**src/rtl/mux_tree_pkg.sv**
```systemverilog
// rtl/mux_tree_pkg.sv - shared defaults and helpers for the pipelined mux tree
//
// Purpose : default channel width / channel count and the clog2 helper used
//           to derive the select width (and tree depth) from NUM_IN.
// Ports   : none (package).

package mux_tree_pkg;

   localparam int DEF_DATA_W = 8;
   localparam int DEF_NUM_IN = 16;

   // Ceiling log2; NUM_IN is a power of two so this is the exact depth.
   function automatic int clog2(input int value);
      int r;
      r = 0;
      for (int i = 0; i < 31; i++) begin
         if ((1 << i) < value) begin
            r = i + 1;
         end
      end
      return r;
   endfunction

endpackage

```
**src/rtl/mux_level.sv**
```systemverilog
// rtl/mux_level.sv - one registered 2:1 selection level of the mux tree
//
// Purpose : halves the word count using select bit 0 of the incoming select,
//           registers the surviving words, the remaining select bits and the
//           valid bit. All registers hold while hold=1.
// Ports   : clk        clock, rising edge
//           rst_n      asynchronous active-low reset, clears every register
//           hold       1 = keep contents (downstream stall)
//           src_valid  valid bit from the previous level (or the input port)
//           src_sel    select bits still to be consumed; bit 0 used here
//           src_words  2*WORDS packed words from the previous level
//           valid      registered valid bit
//           sel        registered select bits [SEL_IN_W-1:1] (0 at last level)
//           words      WORDS registered packed words

module mux_level #(
   parameter int WORDS     = 1,
   parameter int DATA_W    = 8,
   parameter int SEL_IN_W  = 1,
   localparam int SEL_OUT_W = (SEL_IN_W > 1) ? SEL_IN_W - 1 : 1
) (
   input  logic                        clk,
   input  logic                        rst_n,
   input  logic                        hold,
   input  logic                        src_valid,
   input  logic [SEL_IN_W-1:0]         src_sel,
   input  logic [2*WORDS*DATA_W-1:0]   src_words,
   output logic                        valid,
   output logic [SEL_OUT_W-1:0]        sel,
   output logic [WORDS*DATA_W-1:0]     words
);

   logic [WORDS*DATA_W-1:0] next_words;
   logic [SEL_OUT_W-1:0]    next_sel;

   always_comb begin
      next_words = '0;
      for (int j = 0; j < WORDS; j++) begin
         next_words[j*DATA_W +: DATA_W] = src_sel[0] ? src_words[(2*j+1)*DATA_W +: DATA_W]
                                                     : src_words[(2*j)*DATA_W +: DATA_W];
      end
   end

   // The last level has no select bits left to carry; a constant 0 keeps
   // the port at a legal one-bit width.
   if (SEL_IN_W > 1) begin : g_carry
      assign next_sel = src_sel[SEL_IN_W-1:1];
   end else begin : g_carry
      assign next_sel = '0;
   end

   // Data and select load even for bubbles; only the valid bit matters then.
   always_ff @(posedge clk or negedge rst_n) begin
      if (!rst_n) begin
         valid <= 1'b0;
         sel   <= '0;
         words <= '0;
      end else if (!hold) begin
         valid <= src_valid;
         sel   <= next_sel;
         words <= next_words;
      end
   end

endmodule

```
**src/rtl/mux_tree_pipe.sv**
```systemverilog
// rtl/mux_tree_pipe.sv - pipelined NUM_IN:1 mux tree with valid/ready flow control
//
// Purpose : selects channel in_sel of in_data through SEL_W registered 2:1
//           levels (LSB of the select consumed first). Latency SEL_W cycles,
//           one transfer per cycle, whole pipe freezes on an output stall.
// Ports   : clk        clock, rising edge
//           rst_n      asynchronous active-low reset
//           in_data    NUM_IN packed channels, channel i at [i*DATA_W +: DATA_W]
//           in_sel     channel index
//           in_valid   in_data/in_sel valid
//           in_ready   transfer accepted this cycle (= not stalled)
//           out_data   selected channel
//           out_valid  out_data holds a result
//           out_ready  downstream accepts out_data

module mux_tree_pipe
   import mux_tree_pkg::*;
#(
   parameter int DATA_W = DEF_DATA_W,
   parameter int NUM_IN = DEF_NUM_IN,
   localparam int SEL_W = clog2(NUM_IN)
) (
   input  logic                     clk,
   input  logic                     rst_n,
   input  logic [NUM_IN*DATA_W-1:0] in_data,
   input  logic [SEL_W-1:0]         in_sel,
   input  logic                     in_valid,
   output logic                     in_ready,
   output logic [DATA_W-1:0]        out_data,
   output logic                     out_valid,
   input  logic                     out_ready
);

   // Only a valid word at the output can stall; bubbles never block.
   logic stall;
   assign stall    = out_valid & ~out_ready;
   assign in_ready = ~stall;

   for (genvar k = 0; k < SEL_W; k++) begin : g_lvl
      localparam int W_IN  = NUM_IN >> k;
      localparam int W_OUT = NUM_IN >> (k + 1);
      localparam int S_IN  = SEL_W - k;
      localparam int S_OUT = (S_IN > 1) ? S_IN - 1 : 1;

      logic [W_IN*DATA_W-1:0]  src_words;
      logic [S_IN-1:0]         src_sel;
      logic                    src_valid;
      logic [W_OUT*DATA_W-1:0] words;
      logic [S_OUT-1:0]        sel;
      logic                    valid;

      if (k == 0) begin : g_src
         assign src_words = in_data;
         assign src_sel   = in_sel;
         assign src_valid = in_valid;
      end else begin : g_src
         assign src_words = g_lvl[k-1].words;
         assign src_sel   = g_lvl[k-1].sel;
         assign src_valid = g_lvl[k-1].valid;
      end

      mux_level #(
         .WORDS    (W_OUT),
         .DATA_W   (DATA_W),
         .SEL_IN_W (S_IN)
      ) u_level (
         .clk       (clk),
         .rst_n     (rst_n),
         .hold      (stall),
         .src_valid (src_valid),
         .src_sel   (src_sel),
         .src_words (src_words),
         .valid     (valid),
         .sel       (sel),
         .words     (words)
      );
   end

   assign out_data  = g_lvl[SEL_W-1].words;
   assign out_valid = g_lvl[SEL_W-1].valid;

endmodule

```
**config.mk**
```make
export PLATFORM = sky130hd
export DESIGN_NAME = mux_tree_pipe
export DESIGN_NICKNAME = d
export VERILOG_FILES = /design/src/rtl/mux_tree_pkg.sv /design/src/rtl/mux_level.sv /design/src/rtl/mux_tree_pipe.sv
export SDC_FILE = /design/constraint.sdc
export NUM_CORES = 1
export LEC_CHECK = 0
export CORE_MARGIN = 2
export CORE_UTILIZATION = 45
export DETAILED_ROUTE_END_ITERATION = 16
export MAX_ROUTING_LAYER = met4
export PLACE_DENSITY = 0.72
export SYNTH_ARGS = -nofsm -noshare
export SYNTH_HDL_FRONTEND = slang
export SYNTH_SLANG_ARGS = --single-unit
export TNS_END_PERCENT = 5
```
**constraint.sdc**
```tcl
create_clock -name clk -period 1.6 [get_ports clk]
set_input_delay 0.32 -clock clk [delete_from_list [all_inputs] [get_ports clk]]
set_output_delay 0.32 -clock clk [all_outputs]
set_load 0.005 [all_outputs]
```
======== Word-level counts from Yosys, hierarchy flattened ========
Cells that the tools add are included.
storage, ports and cells
  register bits after elaboration ......... 130
  logic and storage cells ................. 29
cells by class
  multiplexer cells ....................... 15
  bitwise operators ....................... 3
operators by type and width
  cell               count
  two-way mux 8 bit  15
  inverter 1 bit     2
  AND 1 bit          1

======== Logic depth before layout (Yosys ltp) ========
Gate-level depths: netlist of run 1.
  depth after elaboration ................. 3
  gate-level depth with buffers ........... 5

======== By module ========
From an unflattened synthesis of run 1, not the netlist that was laid out.
second synthesis, totals
  cell total of the unflattened synthesis .. 544
  area, all modules ....................... 6033.3 um2
modules (own cells, without submodules)
  module                        instances  cells an instance  area an instance (um2)  seq. area each (um2)
  mux_level (g_lvl[0].u_level)  1          285                3155.5                  1701.6
  mux_level (g_lvl[1].u_level)  1          145                1622.8                  875.8
  mux_level (g_lvl[2].u_level)  1          74                 825.8                   450.4
  mux_level (g_lvl[3].u_level)  1          38                 416.6                   225.2
  mux_tree_pipe                 1          2                  12.5                    0.0

======== Worst setup path before layout of run 1 ========
Ideal clock, no wire load.
  kind .................................... flip-flop to flip-flop
  from .................................... reg g_lvl[2].u_level.sel
  to ...................................... reg g_lvl[3].u_level.words[0]
  setup time .............................. 125 ps
  arrival ................................. 1197 ps
  required time ........................... 1475 ps
  setup slack ............................. 278 ps
  cell stages (with the launch flop) ...... 4
  path buffers ............................ 1
  period minus slack after synthesis ...... 1322 ps
  path through ............................ dfrtp_1 -> clkbuf_1 -> mux2_2 -> mux2_2
between the ends
  longest elaborated chain between the ends .. 1
ends and longest elaborated chain
  item                    RTL line         source
  from (decl)             mux_level.sv:29  output logic [SEL_OUT_W-1:0] sel,
  from (signal assigned)  mux_level.sv:60  sel <= next_sel;
  two-way mux 8 bit       mux_level.sv:39  next_words[j*DATA_W +: DATA_W] = src_sel[0] ? src_words[(2*j+1)*DATA_W +: DATA_W]
  to (signal assigned)    mux_level.sv:61  words <= next_words;
  to (decl)               mux_level.sv:30  output logic [WORDS*DATA_W-1:0] words
No other way between the ends.
A chain may end at the register's enable or synchronous reset.

======== Worst setup path in the final report of run 1 ========
  from .................................... reg g_lvl[3].u_level.valid
  to ...................................... out in_ready
between the ends
  longest elaborated chain between the ends .. 2
ends and longest elaborated chain
  item                    RTL line             source
  from (decl)             mux_level.sv:28      output logic valid,
  from (signal assigned)  mux_level.sv:59      valid <= src_valid;
  AND 1 bit               mux_tree_pipe.sv:36  assign stall = out_valid & ~out_ready;
  inverter 1 bit          mux_tree_pipe.sv:37  assign in_ready = ~stall;
  to (decl)               mux_tree_pipe.sv:28  output logic in_ready,
No other way between the ends.

==> results.json, run 1 <==
{
  "status": "completed",
  "drive_gt1_frac": 0.522,
  "design.die.area_sq_mm": 0.0166,
  "switchingPower_uw": 3770,
  "timing.slew.headroom": 0.716,
  "chipHeight_um": 129,
  "worstPathRequired_ns": 1.28,
  "layout_common_cells": "mux2_4 (163), clkdlybuf4s50_1 (133), dfrtp_1 (130)",
  "layout.cells.most_common": "mux2_4",
  "synthToLayoutAreaGrowth_pct": 32.0,
  "grt_pass1_vias": 4134,
  "dpl_cell_area_sq_mm": 0.00869,
  "setup_viol": 0,
  "synth_largest_area_cell": "dfrtp_1",
  "cp_slowest_stage_delay_ns": 0.41,
  "htree_num_levels": 4,
  "grt_max_degree": 43,
  "grt.overflow.total": 0,
  "clockRootBuffer": "clkbuf_16",
  "hold_violations": 0,
  "reg2regPathDepth": 3,
  "fmax_mhz": 679,
  "io_buffers": 145,
  "final_cell_area_sq_mm": 0.00925,
  "avgSynthCellArea_sq_um": 17.1,
  "share_comb_of_total_power": 0.362,
  "synth_top_cell_area_share": 0.464,
  "syn_nets": 546,
  "r2r-end": "g_lvl[1].u_level.words[25]$_DFFE_PN0N_",
  "skew_ns": 0.00662,
  "power_density_mw_per_mm2": 1540,
  "detailed_place_hpwl_um": 9570,
  "grt_pass1_wl_um": 21100,
  "rsz0062_at_grt": "no",
  "crit_path_max_fanout": 2,
  "grt_use_total": 0.171,
  "cpMaxStageDelayCell": "dfrtp_1",
  "ys_seq_area_frac": 0.464,
  "synth.distinct_cells": 10,
  "swShare": 0.265,
  "crit_type": "register to output port",
  "worst-r2r-setup-slack_ns": 0.23,
  "ant_nets": 0,
  "chipWidth_um": 129,
  "syn_inst": 410,
  "viasPerCell": 4.97,
  "hp-class": "input port to async pin",
  "fin_ws_ns": 0.128,
  "syn-cell-area_sq_mm": 0.00701,
  "nFillCells": 1163,
  "yosys_warnings": 0,
  "initial_core_util": 0.461,
  "power_leakage_uw": 0.00428,
  "critPathLaunchType": "register",
  "ios": 146,
  "clk_pin_slew_worst_paths_ns": 0.05,
  "post_cts_buffers": 0,
  "maxSlewViolCount": 0,
  "nNetsFinal": 703,
  "worst_hold_slack_ns": 0.403,
  "cts_buffers": 17,
  "drv_cap": 0,
  "tightest_slew_ns": 0.426,
  "cts.sinks": 130,
  "rr_startpoint": "g_lvl[0].u_level.sel[0]$_DFFE_PN0N_",
  "ir_drop_mv": 1.06,
  "min_period_over_period": 0.920,
  "core_area_sq_mm": 0.0152,
  "yosys-top-cells-area": "dfrtp_1 (46%), mux2_4 (35%), mux2_2 (14%)",
  "place_congestion": 0.701,
  "drc": 0,
  "intPower_uw": 10500,
  "clock_latency_ns": 0.41,
  "drtIter0Drc": 166,
  "antenna_found_initial": 0,
  "antenna_cells": 0,
  "clock_path_buffers": 2,
  "num_rows": 45,
  "synth-seq-cells": 130,
  "p_seq_frac": 0.380,
  "wl_um": 13200,
  "first_pass_iters": 4,
  "cts_tree": "yes",
  "dpl_worst_slack_ns": -0.166,
  "wl_per_cell_um": 17.2,
  "vias": 3814,
  "worstPathCellList": "nand2b_4 -> dlygate4sd2_1",
  "arrival_ns": 1.15,
  "critPathCaptureType": "output port",
  "period_needed_ns": 1.47,
  "pwr-share-clk": 0.258
}
## cell type report
cell class	count	area, sq um	share of cell area
clock inverters	11	114	0.0123
clock buffers	20	447	0.0483
repair buffers	167	1770	0.191
well taps	188	235	0.0254
flip-flops and latches	130	3250	0.352
multi-input cells	251	3440	0.371
## power groups by stage
| stage | Clock, uW | Sequential, uW | Combinational, uW |
|---|---|---|---|
| 6_report | 3670 | 5410 | 5170 |
| 5_1_grt | 3900 | 5570 | 5540 |
| 4_1_cts | 3750 | 5440 | 5250 |
| 3_5_place_dp | 0 | 5460 | 5280 |
| 3_3_place_gp | 0 | 5410 | 5140 |
| 2_1_floorplan | 0 | 5080 | 4080 |
## worst max-delay path, delay by kind of cell (launching register included)
kind | cells | cell delay, ns
and+or+nand+nor | 1 | 0.10
buffers and inverters | 1 | 0.24
DFF | 1 | 0.41
## cell families (layout without fill, tap and decap cells)
logic type,after synthesis,after routing,synth area share
buffers and inverters,29,198,0.0468
flip-flops,130,130,0.464
multiplexers,249,249,0.487
AND/OR/NAND/NOR,2,2,0.00178
## per-stage QoR
step	util	TNS [ns]	total power, uW	instances
2_1_floorplan	-	0	9160	410
3_3_place_gp	0.572	-13.33	10500	735
3_5_place_dp	0.572	-14.43	10700	735
4_1_cts	0.609	0	14400	767
5_1_grt	0.609	0	15000	767
6_report	0.609	0	14300	767
## cell usage after synthesis
cell      count
buf_4         1
dfrtp_1     130
buf_6        17
mux2_4      163
nand2b_1      2
mux2_2       86
buf_2         4
buf_12        3
clkbuf_1      1
buf_8         3
## worst max path at each step
stage	startpoint	end	slack [ns]
6_report	g_lvl[3].u_level.valid$_DFFE_PN0N_	in_ready	0.13
5_1_grt	g_lvl[3].u_level.valid$_DFFE_PN0N_	in_ready	0.08
4_1_cts	g_lvl[3].u_level.valid$_DFFE_PN0N_	in_ready	0.10
3_5_place_dp	out_ready	g_lvl[2].u_level.valid$_DFFE_PN0N_	-0.17
3_3_place_gp	out_ready	g_lvl[1].u_level.valid$_DFFE_PN0N_	-0.14
2_1_floorplan	g_lvl[2].u_level.sel$_DFFE_PN0N_	g_lvl[3].u_level.words[0]$_DFFE_PN0N_	0.28
## what timing repair did
item / 4_1_cts / 5_1_grt
setup endpoints to repair: 10 / 0
hold buffers: 1 / 0
hold endpoints to repair: 37 / 0
resized for setup: 10 / 0
## sequential cells by signal, indices dropped and copies added, names as in the netlist
| name | flops |
|---|---|
| g_lvl.u_level.valid | 4 |
| g_lvl.u_level.words | 120 |
| g_lvl.u_level.sel | 6 |
## routing by layer
| metal | routed length, um | GRT usage |
|---|---|---|
| met1 | 5750 | 0.207 |
| met2 | 6620 | 0.282 |
| met3 | 665 | 0.0449 |
| met4 | 123 | 0.0499 |
| met5 | 0 | - |
Power figures use the tool's default switching activity.
==> inputs of run 2 (changes only) <==
CORE_UTILIZATION = 42   (was 45)
PLACE_DENSITY = 0.68   (was 0.72)
==> results.json, run 2 (same netlist as run 1, synthesis figures left out) <==
{
  "p_total_uw": 14700,
  "grt_pass1_wl_um": 22000,
  "path_depth": 2,
  "io_buffers": 145,
  "dpl_cell_area_sq_mm": 0.00874,
  "grt.overflow.total": 0,
  "ir_drop_mv": 0.931,
  "hp-class": "input port to async pin",
  "detailed_place_hpwl_um": 9610,
  "antenna_cells": 0,
  "wl_um": 13400,
  "arrival_ns": 1.17,
  "rr_startpoint": "g_lvl[3].u_level.valid$_DFFE_PN0N_",
  "setup_viol": 0,
  "cpMaxStageDelayCell": "dfrtp_1",
  "reg2regPathDepth": 4,
  "worstPathCellList": "nand2b_4 -> dlygate4sd2_1",
  "cp-startpoint": "g_lvl[3].u_level.valid$_DFFE_PN0N_",
  "final_cell_area_sq_mm": 0.00936,
  "drtIter0Drc": 93,
  "maxSlewViolCount": 0,
  "largest-register": "g_lvl.u_level.words",
  "crit_type": "register to output port",
  "crit_path_max_fanout": 3,
  "clock_path_buffers": 2,
  "nFillCells": 1285,
  "num_rows": 47,
  "chipHeight_um": 133,
  "critPathBufInv": 1,
  "layout_common_cells": "mux2_4 (163), clkdlybuf4s50_1 (133), dfrtp_1 (129)",
  "chipWidth_um": 133,
  "grt_pass1_vias": 4090,
  "ant_nets": 0,
  "worst_hold_slack_ns": 0.362,
  "drive_gt1_frac": 0.524,
  "power_density_mw_per_mm2": 1570,
  "wl_per_cell_um": 16.8,
  "critPathLaunchType": "register",
  "ios": 146,
  "htree_num_levels": 4,
  "first_pass_iters": 4,
  "synthToLayoutAreaGrowth_pct": 33.6,
  "drc": 0,
  "hold_violations": 0,
  "register_area_sq_mm": 0.00325,
  "layout.cells.most_common": "mux2_4",
  "r2r-end": "g_lvl[0].u_level.words[24]$_DFFE_PN0N_",
  "vias": 3800,
  "min_period_over_period": 0.932,
  "power_leakage_uw": 0.00431,
  "largest_reg_flops": 120,
  "cts_buffers": 17,
  "place_congestion": 0.778,
  "period_needed_ns": 1.49,
  "timing.slew.headroom": 0.755,
  "crit_end": "in_ready",
  "cts_tree": "yes",
  "rsz0062_at_grt": "no",
  "core_area_sq_mm": 0.0165,
  "multiInputGateArea_sq_mm": 0.00344,
  "reg_top3": "g_lvl.u_level.words x120, g_lvl.u_level.sel x6, g_lvl.u_level.valid x4",
  "fmax_mhz": 670,
  "skew_ns": 0.00659,
  "grt_max_degree": 44,
  "tightest_slew_ns": 0.368,
  "status": "completed",
  "worst-r2r-setup-slack_ns": 0.18,
  "drv_cap": 0,
  "viasPerCell": 4.75,
  "clockRootBuffer": "clkbuf_16",
  "nNetsFinal": 703,
  "clk_pin_slew_worst_paths_ns": 0.06,
  "clock_latency_ns": 0.41,
  "crit_family": "flip-flops",
  "grt_use_total": 0.163,
  "initial_core_util": 0.426,
  "critPathCaptureType": "output port",
  "cp_slowest_stage_delay_ns": 0.41,
  "design.die.area_sq_mm": 0.0177,
  "antenna_found_initial": 0,
  "cts.sinks": 130,
  "worstPathRequired_ns": 1.28
}
[run 2: power breakdown]
group	internal (uW)	switching (uW)	leakage, uW
logic	3590	1580	0.00249
registers	4590	824	0.00151
clock network	2720	1390	0.000306
[run 2: area by class of cell]
cell class,instances,share of cell area
flip-flops and latches,130,0.348
clock inverters,10,0.0166
well taps,220,0.0294
multi-input cells,251,0.367
repair buffers,167,0.189
clock buffers,22,0.0506
[run 2: worst min path at each step]
stage          startpoint                                      to  slack, ns  cells past startpoint
2_1_floorplan       rst_n     g_lvl[0].u_level.sel[0]$_DFFE_PN0N_       0.02                      0
3_3_place_gp        rst_n  g_lvl[0].u_level.words[18]$_DFFE_PN0N_       0.22                      1
3_5_place_dp        rst_n  g_lvl[0].u_level.words[17]$_DFFE_PN0N_       0.22                      1
4_1_cts             rst_n  g_lvl[0].u_level.words[17]$_DFFE_PN0N_       0.36                      2
5_1_grt             rst_n  g_lvl[0].u_level.words[17]$_DFFE_PN0N_       0.39                      2
6_report            rst_n  g_lvl[0].u_level.words[17]$_DFFE_PN0N_       0.36                      2
[run 2: what timing repair did]
item                                    in CTS  in global routing
gates resized for setup                     10                  0
hold buffers                                 1                  0
buffers inserted                             0                  0
endpoints found under the setup margin      10                  0
hold endpoints to repair                    28                  0
[run 2: stage by stage]
| step | setup WS [ns] | utilization | instances | setup TNS [ns] |
|---|---|---|---|---|
| 2_1_floorplan | 0.278 | - | 410 | 0 |
| 3_3_place_gp | -0.237 | 0.531 | 767 | -24.47 |
| 3_5_place_dp | -0.243 | 0.531 | 767 | -24.17 |
| 4_1_cts | 0.0693 | 0.569 | 800 | 0 |
| 5_1_grt | 0.0476 | 0.569 | 800 | 0 |
| 6_report | 0.108 | 0.569 | 800 | 0 |
[run 2: routing by layer]
layer | wire length (um) | global-route usage | share of wire
met2 | 6590 | 0.260 | 0.49
met3 | 733 | 0.0460 | 0.055
met5 | 0 | - | 0
met1 | 5920 | 0.204 | 0.44
met4 | 183 | 0.0491 | 0.014
==> inputs of run 3 (changes only) <==
CELL_PAD_IN_SITES_DETAIL_PLACEMENT = 1   (was not set)
CELL_PAD_IN_SITES_GLOBAL_PLACEMENT = 2   (was not set)
CORE_UTILIZATION = 38   (was 42)
CTS_BUF_LIST = sky130_fd_sc_hd__clkbuf_2 sky130_fd_sc_hd__clkbuf_4 sky130_fd_sc_hd__clkbuf_8   (was not set)
PLACE_DENSITY = not set   (was 0.68)
PLACE_DENSITY_LB_ADDON = 0.1   (was not set)
==> results.json, run 3 (same netlist as run 1, synthesis figures left out) <==
{
  "status": "completed",
  "layout.cells.most_common": "mux2_4",
  "setup_viol": 0,
  "power_density_mw_per_mm2": 1450,
  "viasPerCell": 4.77,
  "reg_top3": "g_lvl.u_level.words x120, g_lvl.u_level.sel x6, g_lvl.u_level.valid x4",
  "cpMaxStageDelayCell": "dfrtp_1",
  "fmax_mhz": 653,
  "nNetsFinal": 703,
  "swShare": 0.271,
  "drtIter0Drc": 113,
  "cp_slowest_stage_delay_ns": 0.42,
  "maxSlewViolCount": 0,
  "timing.slew.headroom": 0.700,
  "intPower_uw": 9700,
  "chipWidth_um": 140,
  "drv_cap": 0,
  "design.die.area_sq_mm": 0.0195,
  "worst_hold_slack_ns": 0.373,
  "largest-register": "g_lvl.u_level.words",
  "chipHeight_um": 140,
  "grt_pass1_vias": 4339,
  "worst-r2r-setup-slack_ns": 0.23,
  "num_rows": 49,
  "core_area_sq_mm": 0.0180,
  "r2r-end": "g_lvl[3].u_level.words[6]$_DFFE_PN0N_",
  "p_seq_frac": 0.406,
  "cts_tree": "yes",
  "wl_um": 13900,
  "grt_use_total": 0.156,
  "clockRootBuffer": "clkbuf_8",
  "hold_violations": 0,
  "critPathLaunchType": "register",
  "dpl_cell_area_sq_mm": 0.00878,
  "cts_buffers": 17,
  "crit_path_max_fanout": 4,
  "grt.overflow.total": 0,
  "worstPathRequired_ns": 1.28,
  "share_comb_of_total_power": 0.392,
  "grt_pass1_wl_um": 23300,
  "arrival_ns": 1.21,
  "vias": 3860,
  "clk_pin_slew_worst_paths_ns": 0.07,
  "io_buffers": 145,
  "initial_core_util": 0.389,
  "post_cts_buffers": 0,
  "crit_type": "register to output port",
  "tns_ns": 0,
  "dp_cells": 776,
  "critPathCaptureType": "output port",
  "antenna_found_initial": 0,
  "first_pass_iters": 4,
  "htree_num_levels": 4,
  "detailed_place_hpwl_um": 10300,
  "layout_common_cells": "mux2_4 (163), clkdlybuf4s50_1 (133), dfrtp_1 (129)",
  "rsz0062_at_grt": "no",
  "min_period_over_period": 0.957,
  "switchingPower_uw": 3600,
  "synthToLayoutAreaGrowth_pct": 30.8,
  "p_total_uw": 13300,
  "power_leakage_uw": 0.00422,
  "skew_ns": 0.00986,
  "antenna_cells": 0,
  "ir_drop_mv": 0.676,
  "drc": 0,
  "final_cell_area_sq_mm": 0.00917,
  "ant_nets": 0,
  "largest_reg_flops": 120,
  "clock_latency_ns": 0.45,
  "nFillCells": 1739,
  "rr_startpoint": "g_lvl[2].u_level.sel$_DFFE_PN0N_",
  "reg2regPathDepth": 2,
  "hp-class": "input port to async pin",
  "clock_path_buffers": 2,
  "grt_max_degree": 44,
  "wl_per_cell_um": 17.2,
  "instances_no_fill": 809,
  "pwr-share-clk": 0.202,
  "period_needed_ns": 1.53,
  "cts.sinks": 130,
  "ios": 146,
  "worstPathCellList": "nand2b_4 -> dlygate4sd2_1",
  "tightest_slew_ns": 0.450,
  "place_congestion": 0.710,
  "drive_gt1_frac": 0.528
}
[run 3: cell types whose count changed in the layout (fill, tap and decap cells not counted), moves of 3 or more]
cell / delta
buf_12: +3
clkbuf_4: +6
buf_4: -3
clkbuf_8: +18
bufinv_16: -3
clkbuf_16: -17
[run 3: area by class of cell]
cell class,count,area (sq um),share of cell area
sequential,130,3250,0.355
timing repair buffer,167,1810,0.197
clock inverter,5,50.0,0.00546
multi-input combinational,251,3440,0.375
clock buffer,27,334,0.0364
tap,229,287,0.0313
[run 3: what timing repair did]
| item | 4_1_cts | 5_1_grt |
|---|---|---|
| endpoints found under the hold margin | 39 | 0 |
| resized for setup | 10 | 0 |
| setup endpoints to repair | 10 | 0 |
| hold buffers | 1 | 0 |
[run 3: worst max-delay path by stage]
stage	startpoint	end	slack, ns	cells past startpoint
2_1_floorplan	g_lvl[2].u_level.sel$_DFFE_PN0N_	g_lvl[3].u_level.words[0]$_DFFE_PN0N_	0.28	3
3_3_place_gp	out_ready	in_ready	-0.15	3
3_5_place_dp	out_ready	g_lvl[0].u_level.words[28]$_DFFE_PN0N_	-0.16	5
4_1_cts	g_lvl[3].u_level.valid$_DFFE_PN0N_	in_ready	0.02	2
5_1_grt	g_lvl[3].u_level.valid$_DFFE_PN0N_	in_ready	0.009	2
6_report	g_lvl[3].u_level.valid$_DFFE_PN0N_	in_ready	0.07	2
[run 3: critical path, delay by kind of cell, from the launching register on]
| family | cells | cell delay (ns) |
|---|---|---|
| buffers and inverters | 1 | 0.24 |
| flip-flops | 1 | 0.42 |
| AND/OR/NAND/NOR | 1 | 0.11 |
[run 3: metrics by stage]
step | util | setup WS, ns
finish | 0.509 | 0.0684
global route | 0.509 | 0.00889
CTS | 0.509 | 0.0247
detailed placement | 0.487 | -0.157
global placement | 0.487 | -0.149
floorplan | - | 0.278
[run 3: layer usage]
| metal | track usage | routed length [um] | up-vias | part of all wire |
|---|---|---|---|---|
| met4 | 0.0521 | 201 | 0 | 0.014 |
| met2 | 0.252 | 7020 | 92 | 0.50 |
| met5 | - | 0 | - | 0 |
| li1 | - | - | 1800 | - |
| met1 | 0.193 | 6130 | 1950 | 0.44 |
| met3 | 0.0389 | 593 | 18 | 0.043 |
[run 3: power by group through the flow]
stage          Combinational [uW]  Clock [uW]  Sequential, uW
2_1_floorplan                4080           0            5080
4_1_cts                      5320        2770            5440
3_5_place_dp                 5370           0            5480
6_report                     5220        2680            5400
3_3_place_gp                 5240           0            5450
5_1_grt                      5620        2900            5600
==> edit, RTL diff (flow settings as in run 3) <==
Set the package constant `DEF_NUM_IN` to 32 (it was 16).
--- a/src/rtl/mux_tree_pkg.sv
+++ b/src/rtl/mux_tree_pkg.sv
@@ -7,7 +7,7 @@
 package mux_tree_pkg;
 
    localparam int DEF_DATA_W = 8;
-   localparam int DEF_NUM_IN = 16;
+   localparam int DEF_NUM_IN = 32;
 
    // Ceiling log2; NUM_IN is a power of two so this is the exact depth.
    function automatic int clog2(input int value);
Ports: changed (resized in_data and in_sel); port bits go from 146 to 275. No check against the original RTL was run, so the function may have changed too.
==> edit against run 3 <==
- area after synthesis rose by 88%
- setup slack improved by 0.0060 ns
- final area rose by 92%
- sequential cell count rose by 133
- utilization rose by 0.45 points
- clock power rose by 120%
- wire length rose by 100%
- total power rose by 94%
- global-route usage rose by 0.87 points
- sequential share of layout area rose by 1.8 points
- count of clock-buffer cells in the layout rose by 43
- critical path type unchanged
- critical endpoint is now out_data[1]
==> edit: results (changes against run 3) <==
| Metric | Value |
|---|---|
| Layout cells sized above 1 | 0.531 (was 0.528) |
| Leakage | 7.47 nW (was 4.22 nW) |
| Reg2Reg Setup Slack | 0.09 ns (was 0.23 ns) |
| Filler instances | 3358 (was 1739) |
| Largest net degree at the start of global routing | 55 (was 44) |
| Worst r2r src | g_lvl[4].u_level.valid (was g_lvl[2].u_level.sel) |
| Sw Ratio | 0.274 (was 0.271) |
| Via density | 4.77 (about the same) |
| CTS Buffer Depth | 3 (was 2) |
| CTS Buf Count | 45 (was 17) |
| Htree depth | 2 (was 4) |
| Worst setup path start | g_lvl[4].u_level.words[1] (was g_lvl[3].u_level.valid) |
| Peak supply drop | 0.000637 V (was 0.000676 V) |
| Critical path destination | out_data[1] (was in_ready) |
| DP HPWL | 20400 microns (was 10300 microns) |
| Setup bufs post-CTS | 1 (was 0) |
| Clock power share | 0.231 (was 0.202) |
| Seq/Total Area, Yosys | 0.499 (was 0.464) |
| Routed via count | 7790 (was 3860) |
| Cells on worst reg2reg path | 5 (was 2) |
| Worst skew pair latency | 0.54 ns (was 0.45 ns) |
| Power per cell area | 1460 nW/um^2 (was 1450 nW/um^2) |
| Slew margin rel. | 0.731 (was 0.700) |
| Clk_skew | 0.0131 ns (was 0.00986 ns) |
| Synth top area cells | dfrtp_1, mux2_2, mux2_4 (was dfrtp_1, mux2_4, mux2_2) |
| Max FO, Critical Path | 2 (was 4) |
| Worst hold slack | 0.241 ns (was 0.373 ns) |
| Initial antenna violation count | 1 (was 0) |
| Status | completed (unchanged) |
| Port Buffers | 274 (was 145) |
| Registers with the most flip-flops | g_lvl.u_level.words x248, g_lvl.u_level.sel x10, g_lvl.u_level.valid x5 (was g_lvl.u_level.words x120, g_lvl.u_level.sel x6, g_lvl.u_level.valid x4) |
| Final net count | 1415 (was 703) |
| R2r endpoint | g_lvl[1].u_level.words[9] (was g_lvl[3].u_level.words[6]) |
| Number of global-route vias before repair | 8862 (was 4339) |
| Crit-path max cell delay | 0.37 ns (was 0.42 ns) |
| Synth unique cells | 9 (was 10) |
[edit: cell count changes in the layout (fill, tap and decap cells not counted), sizes merged, moves of 2 or more]
cell / delta
mux2: +261
dfrtp: +133
clkinv: -3
clkdlybuf4s15: +6
clkbuf: +43
clkdlybuf4s50: +129
dlygate4sd2: -7
inv: +2
buf: +33
[edit: kinds of logic (layout without fill, tap and decap cells)]
family	count (synthesis)	after routing	synth area share
flip-flops	263	263	0.499
other	0	1	0
buffers and inverters	57	402	0.0358
AND/OR/NAND/NOR	2	2	0.000949
multiplexers	510	510	0.464
[edit: layout make-up]
type | instances | area, sq um | share of cell area
multi-input cells | 512 | 6140 | 0.348
well taps | 455 | 569 | 0.0323
clock buffers | 70 | 857 | 0.0486
clock inverters | 4 | 30.0 | 0.00170
flip-flops and latches | 263 | 6590 | 0.373
repair buffers | 328 | 3450 | 0.196
diodes | 1 | 2.50 | 0.000142
[edit: per-layer routing]
| metal | GRT usage | wire [microns] | vias to the layer above |
|---|---|---|---|
| met2 | 0.267 | 13400 | 197 |
| met4 | 0.0400 | 372 | 0 |
| met1 | 0.211 | 12800 | 3903 |
| li1 | - | - | 3660 |
| met5 | - | 0 | - |
| met3 | 0.0374 | 1700 | 30 |
[edit: metrics by stage]
| step | cell area, sq um | setup WS (ns) | utilization |
|---|---|---|---|
| 6_report | 17600 | 0.0744 | 0.513 |
| 5_1_grt | 17600 | 0.000883 | 0.513 |
| 4_1_cts | 17600 | -0.00199 | 0.513 |
| 3_5_place_dp | 16700 | -0.235 | 0.487 |
| 3_3_place_gp | 16700 | -0.238 | 0.487 |
| 2_1_floorplan | 13200 | 0.274 | - |
